`src/rtl/program_loader.sv`:
```
// -----------------------------------------------------------------------------
// program_loader
//
// Boot-time program loader placed in front of risc_cpu. A byte stream of the
// form  <length L> <L payload bytes> <checksum>  arrives over a valid/ready
// handshake. Payload byte i is written to CPU memory address i, one write
// strobe per byte. The CPU is held in reset until the checksum matches the
// modulo-2**DATA_WIDTH sum of the payload. Only then is it released.
//
// Ports
//   clk        in   1           system clock, rising edge
//   rst        in   1           asynchronous, active-high reset
//   in_valid   in   1           stream byte valid
//   in_data    in   DATA_WIDTH  stream byte
//   in_ready   out  1           loader can accept a byte (combinational)
//   cpu_halt   in   1           halt flag from risc_cpu (gates reload in RUN)
//   mem_we     out  1           memory write strobe, one cycle per payload byte
//   mem_addr   out  ADDR_WIDTH  memory write address (holds when mem_we=0)
//   mem_wdata  out  DATA_WIDTH  memory write data (holds when mem_we=0)
//   cpu_rst    out  1           registered reset to risc_cpu, active-high
//   done       out  1           verified image loaded, CPU released
//   err        out  1           last load failed (bad length or checksum)
// -----------------------------------------------------------------------------
module program_loader #(
  parameter int ADDR_WIDTH = 5,
  parameter int DATA_WIDTH = 8,
  // DEPTH must equal 2**ADDR_WIDTH and must fit in one stream byte.
  parameter int DEPTH      = 32
) (
  input  logic                  clk,
  input  logic                  rst,
  input  logic                  in_valid,
  input  logic [DATA_WIDTH-1:0] in_data,
  output logic                  in_ready,
  input  logic                  cpu_halt,
  output logic                  mem_we,
  output logic [ADDR_WIDTH-1:0] mem_addr,
  output logic [DATA_WIDTH-1:0] mem_wdata,
  output logic                  cpu_rst,
  output logic                  done,
  output logic                  err
);

  // Length/count width: one bit wider than the address so that a full
  // DEPTH-word image length is representable without wrapping.
  localparam int LW = ADDR_WIDTH + 1;

  localparam logic [DATA_WIDTH-1:0] DEPTH_B = DATA_WIDTH'(DEPTH);
  localparam logic [DATA_WIDTH-1:0] ZERO_B  = {DATA_WIDTH{1'b0}};
  localparam logic [LW-1:0]         ONE_L   = LW'(1);
  localparam logic [LW-1:0]         ZERO_L  = {LW{1'b0}};

  typedef enum logic [2:0] {
    ST_IDLE  = 3'd0,
    ST_LOAD  = 3'd1,
    ST_CHECK = 3'd2,
    ST_RUN   = 3'd3,
    ST_ERROR = 3'd4
  } state_t;

  state_t                r_state;
  logic [LW-1:0]         r_len;    // accepted image length L
  logic [LW-1:0]         r_count;  // payload bytes consumed so far
  logic [DATA_WIDTH-1:0] r_sum;    // running payload checksum

  logic w_xfer;
  logic w_len_ok;
  logic w_last;
  logic w_sum_ok;

  // A length byte is usable when it names 1..DEPTH words.
  function automatic logic len_ok(input logic [DATA_WIDTH-1:0] b);
    return (b != ZERO_B) && (b <= DEPTH_B);
  endfunction

  // Checksum accumulate: plain sum, wrapping at the byte width.
  function automatic logic [DATA_WIDTH-1:0] sum_add(
    input logic [DATA_WIDTH-1:0] acc,
    input logic [DATA_WIDTH-1:0] b
  );
    return acc + b;
  endfunction

  // Ready decode: every state accepts except RUN, where a reload is only
  // allowed once the CPU has halted.
  always_comb begin
    in_ready = 1'b1;
    case (r_state)
      ST_RUN:  in_ready = cpu_halt;
      default: in_ready = 1'b1;
    endcase
  end

  // Handshake and per-byte decode helpers.
  always_comb begin
    w_xfer   = in_valid && in_ready;
    w_len_ok = len_ok(in_data);
    // The L-th payload byte is the one that arrives with count == L-1.
    w_last   = (r_count == (r_len - ONE_L));
    w_sum_ok = (in_data == r_sum);
  end

  // Loader FSM with registered memory port and CPU control outputs.
  always_ff @(posedge clk or posedge rst) begin
    if (rst) begin
      r_state   <= ST_IDLE;
      r_len     <= ZERO_L;
      r_count   <= ZERO_L;
      r_sum     <= ZERO_B;
      mem_we    <= 1'b0;
      mem_addr  <= {ADDR_WIDTH{1'b0}};
      mem_wdata <= ZERO_B;
      cpu_rst   <= 1'b1;
      done      <= 1'b0;
      err       <= 1'b0;
    end else begin
      // Write strobe is a single-cycle pulse; address/data hold otherwise.
      mem_we <= 1'b0;
      case (r_state)
        // Any of these states treats the next accepted byte as a length.
        // The CPU goes back into reset on the same edge a reload starts.
        ST_IDLE, ST_RUN, ST_ERROR: begin
          if (w_xfer) begin
            cpu_rst <= 1'b1;
            done    <= 1'b0;
            if (w_len_ok) begin
              r_state <= ST_LOAD;
              r_len   <= in_data[LW-1:0];
              r_count <= ZERO_L;
              r_sum   <= ZERO_B;
              err     <= 1'b0;
            end else begin
              r_state <= ST_ERROR;
              err     <= 1'b1;
            end
          end
        end

        ST_LOAD: begin
          if (w_xfer) begin
            mem_we    <= 1'b1;
            mem_addr  <= r_count[ADDR_WIDTH-1:0];
            mem_wdata <= in_data;
            r_sum     <= sum_add(r_sum, in_data);
            r_count   <= r_count + ONE_L;
            if (w_last) begin
              r_state <= ST_CHECK;
            end
          end
        end

        ST_CHECK: begin
          if (w_xfer) begin
            if (w_sum_ok) begin
              r_state <= ST_RUN;
              cpu_rst <= 1'b0;
              done    <= 1'b1;
              err     <= 1'b0;
            end else begin
              r_state <= ST_ERROR;
              cpu_rst <= 1'b1;
              done    <= 1'b0;
              err     <= 1'b1;
            end
          end
        end

        // Unreachable encodings recover to a safe, CPU-held state.
        default: begin
          r_state <= ST_IDLE;
          cpu_rst <= 1'b1;
          done    <= 1'b0;
          err     <= 1'b0;
        end
      endcase
    end
  end

endmodule

```
`config.mk`:
```
export PLATFORM = sky130hd
export DESIGN_NAME = program_loader
export DESIGN_NICKNAME = d
export VERILOG_FILES = /design/src/rtl/program_loader.sv
export SDC_FILE = /design/constraint.sdc
export NUM_CORES = 1
export LEC_CHECK = 0
export CORE_MARGIN = 2
export CORE_UTILIZATION = 55
export CTS_CLUSTER_DIAMETER = 200
export DETAILED_ROUTE_END_ITERATION = 12
export PLACE_DENSITY = 0.8
export SETUP_SLACK_MARGIN = 0.1
export SYNTH_ARGS = -nofsm -noshare
export SYNTH_HDL_FRONTEND = slang
export SYNTH_SLANG_ARGS = --single-unit
```
`constraint.sdc`:
```
create_clock -name clk -period 3.75 [get_ports clk]
set_clock_uncertainty 0.05 [all_clocks]
set_input_delay 0.5625 -clock clk [delete_from_list [all_inputs] [get_ports clk]]
set_output_delay 0.5625 -clock clk [all_outputs]
set_load 0.005 [all_outputs]
```
==> flow_metrics.env <==
export IMPL_yosys_area_top_type="dfrtp_1"
export IMPL_syn_nets=253
export IMPL_hold_path_class="reg -> reg"
export IMPL_endpoint_kind="register"
export IMPL_seq_power_share_pct=43.2
export IMPL_synth_avg_cell_area_um2=9.425
export IMPL_rsz0062_at_grt="no"
export IMPL_clock_path_buffers=2
export IMPL_synth_warnings=0
export IMPL_worst_slew_pin_slew_ps=831.1
export IMPL_timing_final_crit_period_ps=2844
export IMPL_p_int_mw=0.9931
export IMPL_cts_setup_buffers=0
export IMPL_slew_limit_headroom_pct=44.53
export IMPL_htreeDepth=2
export IMPL_grt_max_degree=31
export IMPL_gp_congestion=0.8596
export IMPL_antenna_cells=0
export IMPL_grt_usage_pct=24.09
export IMPL_p_per_area_nw_per_um2=582.1
export IMPL_first_pass_iters=5
export IMPL_syn_area_um2=2177
export IMPL_setup_viol=0
export IMPL_crit_arrival_ps=2970
export IMPL_dieArea_um2=4478
export IMPL_layout_commonest_cell="nand2_1"
export IMPL_fin_util_pct=69.42
export IMPL_antenna_left=0
export IMPL_status="complete, no violations"
export IMPL_antenna_found_initial=0
export IMPL_dr_wl_met2_mm=2.102
export IMPL_grt_pass1_wl_mm=8.059
export IMPL_remaining_drc_errors=0
export IMPL_io_pins=30
export IMPL_synth_cell_type_count=41
export IMPL_drt_total_wl_mm=4.532
export IMPL_maxCapViolCount=0
export IMPL_clock_power_share_pct=18.8
export IMPL_fmax_ghz=0.3517
export IMPL_total_power_mw=1.513
export IMPL_setup_tns_ps=0
export IMPL_cts_hold_buffers=0
export IMPL_p_sw_mw=0.5195
export IMPL_synthCells=231
export IMPL_crit_path_max_incr_delay_ps=570
export IMPL_numCtsBuffers=5
export IMPL_path_max_fanout=16
export IMPL_combPwrFrac_pct=38.0
export IMPL_via_count=1753
export IMPL_cts_tree="yes"
export IMPL_crit_path_cell_trace="clkdlybuf4s50_1, or4_1, o21ai_1, nand3_2, nor3_2, buf_4, mux2_4"
export IMPL_start_kind="input pin"
export IMPL_top_layer_used="met4"
export IMPL_overflow=0
export IMPL_rows=22
export IMPL_finalMaxSlewViolations=0
export IMPL_synth_area_leaders="dfrtp_1, nand2_1, ha_1"
export IMPL_die_h_um=66.92
export IMPL_period_share_pct=75.83
export IMPL_mostFrequentLayoutCells="nand2_1, dfrtp_1, clkdlybuf4s50_1"
export IMPL_layout_nets=284
export IMPL_cts_clk_slew_worst_paths_ps=80
export IMPL_clock_insertion_delay_worst_skew_ps=290
export IMPL_synth_top_area_share_pct=44.83
export IMPL_yosys_register_bits=40
export IMPL_numClockSinks=40
export IMPL_portBuffers=29
export IMPL_clockRootBuffer="clkbuf_8"
export IMPL_drive_above_1_share_pct=8.745
export IMPL_hold_violations=0
export IMPL_postLayoutCellArea_um2=2599
export IMPL_start_util_pct=58.16
export IMPL_ir_drop_uv=318.1
export IMPL_place_area_um2=2514
export IMPL_wl_per_cell_um=14.57
export IMPL_core_area_um2=3744
export IMPL_hpwl_mm=3.268
export IMPL_required_ps=3880
export IMPL_dpl_worst_slack_ps=613.7
export IMPL_drt_iter0_drc=113
export IMPL_slowest_stage="or4_1"
export IMPL_chipWidth_um=66.92
export IMPL_met3_length_um=189
export IMPL_p_sw_share_pct=34.34
export IMPL_grt_pass1_vias=1777
export IMPL_post_cts_resized=0
export IMPL_wl_met1_mm=2.208
export IMPL_critical_path_class="in -> reg"
export IMPL_vias_per_cell=5.637
export IMPL_area_growth_pct=19.37
export IMPL_yosysSeqAreaShare_pct=46.03
export IMPL_n_fill_cell=309
export IMPL_leakagePower_nw=1.228
export IMPL_setup_ws_ps=906.4
==> Yosys cell counts <==
library cell   n
nand2_1       62
nor2_1         8
o21ai_0        9
o211a_1        1
ha_1           9
nand4_1        4
a21o_1         3
nand2b_1       2
buf_6          1
nor2b_1        2
o22a_1         1
nor3_1         3
or3_1          4
mux2_2         3
dfstp_2        1
o211ai_1       1
nor4_1         2
nand3_2        1
mux2_4         6
nand3_1        2
a211oi_1       1
nor3_2         1
or4_1          2
xnor2_1       11
fa_1           1
nor3b_1        1
buf_2          2
o31ai_1        1
a21oi_1        9
mux2i_1        2
nand4bb_1      1
inv_1          9
and3b_1        1
xor2_1         5
o32ai_1        1
and3_1         1
o21ai_1        1
o22ai_1        7
a31oi_1        4
clkbuf_1       6
dfrtp_1       39
==> state kept, by name (all words and copies together), names as in the netlist <==
register   flops
r_state        3
mem_wdata      8
mem_we         1
done           1
r_count        6
mem_addr       5
r_len          6
r_sum          8
err            1
cpu_rst        1
==> final timing paths <==
kind | startpoint | end | slack, ps | cells after the start
max | in_data[1] | r_len[2] | 910 | 7
min | mem_addr[4] | mem_addr[4] | 430 | 2
max reg2reg | r_len[0] | r_state[0] | 1510 | 7
min reg2reg | mem_addr[4] | mem_addr[4] | 430 | 2
max in group asynchronous | rst | r_sum[0] | 2200 | 3
min in group asynchronous | rst | r_count[1] | 680 | 2
==> critical path: cells and delay by family <==
kind	cells	cell delay (ps)
AO/OA/AOI/OAI	1	220
AND/OR/NAND/NOR	3	1040
buffers and inverters	2	830
multiplexers	1	320
==> cells by family after synthesis <==
family	share of synthesized area [%]
AOI/OAI and AO/OA	10.86
xor gates and xnor gates	6.437
adders and majority gates	6.092
buffers and inverters	3.563
DFF	46.03
muxes	6.609
and+or+nand+nor	20.40
==> per-layer routing <==
metal,GRT usage (%),vias up
met2,38.38,41
met3,4.899,6
met4,8.163,0
met1,32.85,850
met5,0,-
li1,-,856
==> final cells by class <==
type                    count  area [um^2]  share of cell area (%)
clock buffers               6        72.57                   2.792
clock inverters             2        12.51                  0.4815
inverters                   9        33.78                   1.300
multi-input cells         173         1097                   42.22
flip-flops and latches     40         1002                   38.57
well taps                  48        60.06                   2.311
repair buffers             33        320.3                   12.33
==> stage by stage <==
| step | cells | hold WS, ps |
|---|---|---|
| 2_1_floorplan | 231 | 419.7 |
| 3_3_place_gp | 303 | 407.9 |
| 3_5_place_dp | 303 | 411.3 |
| 4_1_cts | 311 | 429.7 |
| 5_1_grt | 311 | 464.4 |
| 6_report | 311 | 434.0 |
==> power groups by stage <==
stage,clock (mW),combinational (mW),sequential [mW]
after floorplan,0,0.400,0.636
after global placement,0,0.560,0.656
after detailed placement,0,0.573,0.659
after CTS,0.290,0.576,0.653
after global routing,0.310,0.654,0.669
final,0.285,0.574,0.653
No activity file was read; power rests on OpenSTA's default activity.
